**config.mk**
```make
export PLATFORM = sky130hd
export DESIGN_NAME = acc_reduce
export DESIGN_NICKNAME = d
export VERILOG_FILES = /design/src/rtl/acc_reduce.sv
export SDC_FILE = /design/constraint.sdc
export NUM_CORES = 1
export LEC_CHECK = 0
export BUFFER_PORTS_ARGS = -buffer_cell sky130_fd_sc_hd__buf_2
export CAP_MARGIN = 20
export CORE_AREA = 2 2 70 138
export DETAILED_ROUTE_END_ITERATION = 10
export DIE_AREA = 0 0 72 140
export GPL_ROUTABILITY_DRIVEN = 0
export GPL_TIMING_DRIVEN = 0
export PLACE_DENSITY = 0.56
export RECOVER_POWER = 50
export SLEW_MARGIN = 15
export SYNTH_ARGS = -nofsm -noshare
export SYNTH_HDL_FRONTEND = slang
export SYNTH_SLANG_ARGS = --single-unit
```
**constraint.sdc**
```tcl
create_clock -name i_clk -period 3.04 [get_ports i_clk]
set_clock_uncertainty 0.15 [all_clocks]
set_input_delay 0.152 -clock i_clk [delete_from_list [all_inputs] [get_ports i_clk]]
set_output_delay 0.152 -clock i_clk [all_outputs]
set_load 0.02 [all_outputs]
```
**src/rtl/acc_reduce.sv**
```systemverilog
// acc_reduce: accumulates i_len beats onto a bias and reduces mod q (2^15 or 2^16).
// Optional macro ACC_REDUCE_SUB_EN adds port i_sub to subtract beats instead of adding.
module acc_reduce #(
   parameter int WIDTH = 16,
   parameter int LEN_W = 11
) (
   input  logic             i_clk,
   input  logic             i_rst,
   input  logic [2:0]       i_sec_lev,
   input  logic             i_start,
   input  logic [LEN_W-1:0] i_len,
   input  logic [WIDTH-1:0] i_init,
   input  logic             i_valid,
   input  logic [WIDTH-1:0] i_element,
`ifdef ACC_REDUCE_SUB_EN
   input  logic             i_sub,
`endif
   output logic             o_ready,
   output logic             o_valid,
   output logic [WIDTH-1:0] o_result,
   input  logic             i_ready,
   output logic             o_busy
);
   typedef enum logic [1:0] {IDLE, ACC, OUT} state_t;
   state_t state, nxt_state;
   logic [WIDTH-1:0] acc, sum, mask, start_mask;
   logic [LEN_W-1:0] cnt;
   logic sub, start, beat;
   assign start = state == IDLE && i_start;
   assign beat = state == ACC && i_valid;
   assign start_mask = i_sec_lev == 3'd1 ? {1'b0, {(WIDTH-1){1'b1}}} : '1;
   assign sum = sub ? acc - i_element : acc + i_element;
   assign o_ready = state == ACC;
   assign o_valid = state == OUT;
   assign o_busy = state != IDLE;
`ifndef ACC_REDUCE_SUB_EN
   assign sub = 1'b0;
`endif
   always_comb begin
      nxt_state = state;
      nxt_state = start ? (i_len != '0 ? ACC : OUT) :
                  (beat && cnt == LEN_W'(1)) ? OUT :
                  (state == OUT && i_ready) ? IDLE : state;
   end
   always_ff @(posedge i_clk)
      if (i_rst) state <= IDLE;
      else state <= nxt_state;
   // upper bits of acc are kept mid-job; masking at the output is exact for power-of-two q
   always_ff @(posedge i_clk) begin
      if (i_rst) begin
         acc <= '0;
         cnt <= '0;
         mask <= '0;
         o_result <= '0;
`ifdef ACC_REDUCE_SUB_EN
         sub <= 1'b0;
`endif
      end else begin
         if (start) begin
            acc <= i_init;
            cnt <= i_len;
            mask <= start_mask;
`ifdef ACC_REDUCE_SUB_EN
            sub <= i_sub;
`endif
            if (i_len == '0) o_result <= i_init & start_mask;
         end
         if (beat) begin
            acc <= sum;
            cnt <= cnt - LEN_W'(1);
            if (cnt == LEN_W'(1)) o_result <= sum & mask;
         end
      end
   end
endmodule

```
==> results.yml <==
clock_tree:
  cts_buffers: 5
  clock_path_buffers: 2
  htree_levels: 2
  cts_root_buf: "clkbuf_16"
  clkTransAtPathRegs_ps: 80
  cts.sinks: 47
  clock_latency_ps: 310
  cts_tree: "done"
grt:
  globalRouteMet1Util: 0.242
  grt_usage: 0.222
  grt_pass1_vias: 3287
  antenna_found_initial: 0
  met3_usage: 0.0345
  busiest_layer: "met2"
  grt_pass1_wl_microns: 17100
  grt_max_degree: 17
  gr-total-overflow: 0
  use_met2: 0.399
sta:
  period_minus_slack_ps: 2950
  setup_violations: 0
  max_freq_mhz: 339
  maxSlewViolCount: 0
  fin_tns_setup_ps: 0
  relSlewSlack: 0.442
  worst_slack_ps: 85.8
  worst_pin_slew_ps: 830
  whs_ps: -3.57
  finalCritPeriodShare: 0.972
  hold_viol: 1
worst_setup_path:
  worstSetupPathType: "flop to flop"
  critPathMaxStageDelay_ps: 640
  cp-start-kind: "flop"
  crit_fanout: 4
  r2r_cells: 7
  crit_path_end_kind: "flop"
  cp_slowest_cell: "a2111oi_1"
  rr_startpoint: "acc[0]"
  rrSetupSlack_ps: 90
  required_ps: 3090
  arrival_ps: 3000
  rr_endpoint: "o_result[14]"
  path_cells: "ha_1, fa_1, a21o_1, a311o_1, a2111oi_1, nor4_1, a211o_1"
power:
  power.density_nw_per_um2: 476
  p_int_mw: 1.16
  pwr-share-seq: 0.381
  pwr-share-comb: 0.289
  p_switching_uw: 646
  vdd_drop_max_v: 0.000223
  p_leak_nw: 1.65
  switching_share: 0.357
  clock_power_share: 0.331
run:
  drv_cap: 0
logic_synthesis:
  syn-instance-count: 379
  ys_types: 55
  ys_ff_latch: 47
  yosysTopAreaCell: "dfxtp_1"
  syn_avg_cell_area_sq_um: 8.15
  async_flop_share: 0
  synth_edf_count: 0
  synthesis.nets: 448
  synthFlopType: "dfxtp_1"
  synth_top_area_share: 0.305
  synth_area_leaders: "dfxtp_1, ha_1, a21oi_1, mux2i_1, nand2_1"
  synth-seq-area-share: 0.305
  syn-cell-area_sq_um: 3090
  yosysWarnings: 0
layout:
  drive_gt1_frac: 0.167
  nets: 535
  area_growth_pct: 23.0
  antenna_cells: 0
die:
  pin_count: 70
  die_height_microns: 140
  die_w_microns: 72
  dieArea_sq_um: 10100
  core_area_sq_um: 9010
  rows: 49
  initial_utilization: 0.343
placement:
  pre_cts_ws_ps: 40.6
  io_buffers: 69
  hpwlAfterDp_microns: 8490
routing:
  via_per_inst: 6.06
  postRouteAntennaNets: 0
  vias: 3449
  drcViolationCount: 0
  drt_iter0_markers: 188
  wl_per_cell_microns: 19.6
  dr.pass1.iters: 5
  finalWirelength_microns: 11200
hold_path:
  whs_path_depth: 3
  holdCritPathClass: "input port to flop"
  hp-start: "i_len[3]"
  whs_endpoint: "cnt[3]"
run_status:
  violations: "hold timing"
  status: "finished with violations"
==> per-stage QoR <==
step	hold WS [ps]	instance area (sq um)	utilization	cells	power [mW]
2_1_floorplan	152	3090	-	379	1.04
3_3_place_gp	266	3560	0.395	550	1.19
3_5_place_dp	267	3570	0.396	551	1.20
4_1_cts	3.78	3800	0.422	567	1.80
5_1_grt	12.9	3800	0.421	569	1.89
6_report	-3.57	3800	0.421	569	1.81
==> sequential cells by signal (all words and copies together), names as in the netlist <==
register  count
mask          2
state         2
o_result     16
cnt          11
acc          16
==> power groups by stage <==
stage	logic [mW]	registers (mW)	clock network [mW]
floorplan	0.343	0.694	0
global placement	0.493	0.700	0
detailed placement	0.502	0.701	0
CTS	0.513	0.687	0.604
global route	0.576	0.694	0.619
finish	0.522	0.688	0.598
==> worst max-delay path by stage <==
stage	start	endpoint	slack, ps	cells past startpoint
4_1_cts	cnt[2]	o_result[6]	60	6
6_report	acc[0]	o_result[14]	90	7
2_1_floorplan	cnt[2]	o_result[15]	240	6
3_3_place_gp	state[0]	o_result[6]	-680	6
3_5_place_dp	i_len[8]	o_result[6]	40	6
5_1_grt	acc[0]	o_result[14]	-50	7
==> routing by layer <==
| metal | share of wire | vias to the layer above |
|---|---|---|
| li1 | - | 1634 |
| met1 | 0.38 | 1654 |
| met2 | 0.53 | 127 |
| met3 | 0.048 | 34 |
| met4 | 0.046 | 0 |
| met5 | 0 | - |
==> cell type report <==
type                            count  area (sq um)
Buffer                             24          98.8
Clock buffer                        5           125
Clock inverter                      3          23.8
Fill cell                         950          5210
Inverter                            7          26.3
Multi-Input combinational cell    301          2030
Sequential cell                    47           941
Tap cell                          102           128
Timing Repair Buffer               80           422
==> placed cells by master (no fill, tap or decap), drive strengths merged, types with 3 or more instances in the layout <==
cell / n
ha: 17
a221oi: 5
nand4: 8
or4: 3
nor2b: 4
inv: 8
nand2: 33
buf: 56
o31ai: 3
nand3: 12
o221ai: 4
o211ai: 4
a22oi: 9
a21o: 6
xor2: 7
a311oi: 3
clkbuf: 45
nor2: 29
mux2: 3
a211oi: 10
o22ai: 6
o21ai: 11
a211o: 5
dlygate4sd3: 8
and3: 5
a31oi: 9
nor4: 6
a21oi: 39
nor3b: 4
dfxtp: 47
nor3: 11
mux2i: 14
or2: 3
==> what timing repair did <==
item	4_1_cts	5_1_grt
endpoints found under the hold margin	8	0
setup buffers	0	2
setup endpoints to repair	0	5
hold buffers	8	0
resized for setup	0	4
==> critical path: cells and delay by family (launching register included) <==
family,cells,cell delay (ps)
adder cells (fa/ha/maj),2,630
AO/OA/AOI/OAI,4,1630
AND/OR/NAND/NOR,1,120
flip-flops,1,320
==> kinds of logic (layout without fill, tap and decap cells) <==
group                    count (synthesis)  in the layout  share of synthesized area
adder cells (fa/ha/maj)                 18             18                     0.0754
buffers and inverters                   31            119                     0.0401
multiplexers                            17             17                     0.0563
AO/OA/AOI/OAI                          129            129                      0.284
AND/OR/NAND/NOR                        128            128                      0.214
XOR/XNOR                                 9              9                     0.0255
flip-flops                              47             47                      0.305
==> Yosys cell counts, drive strengths merged (4+ instances only) <==
library cell	instances
nand2	33
o21ai	11
a221oi	5
a22oi	9
ha	17
mux2i	14
inv	7
nor4	6
o211ai	4
nand3	12
a21oi	39
a211o	5
a211oi	10
and3	5
nor3	11
nand4	8
a31oi	9
clkbuf	21
o22ai	6
nor2b	4
xor2	7
nor2	29
nor3b	4
a21o	6
o221ai	4
dfxtp	47
Power figures use the tool's default switching activity.
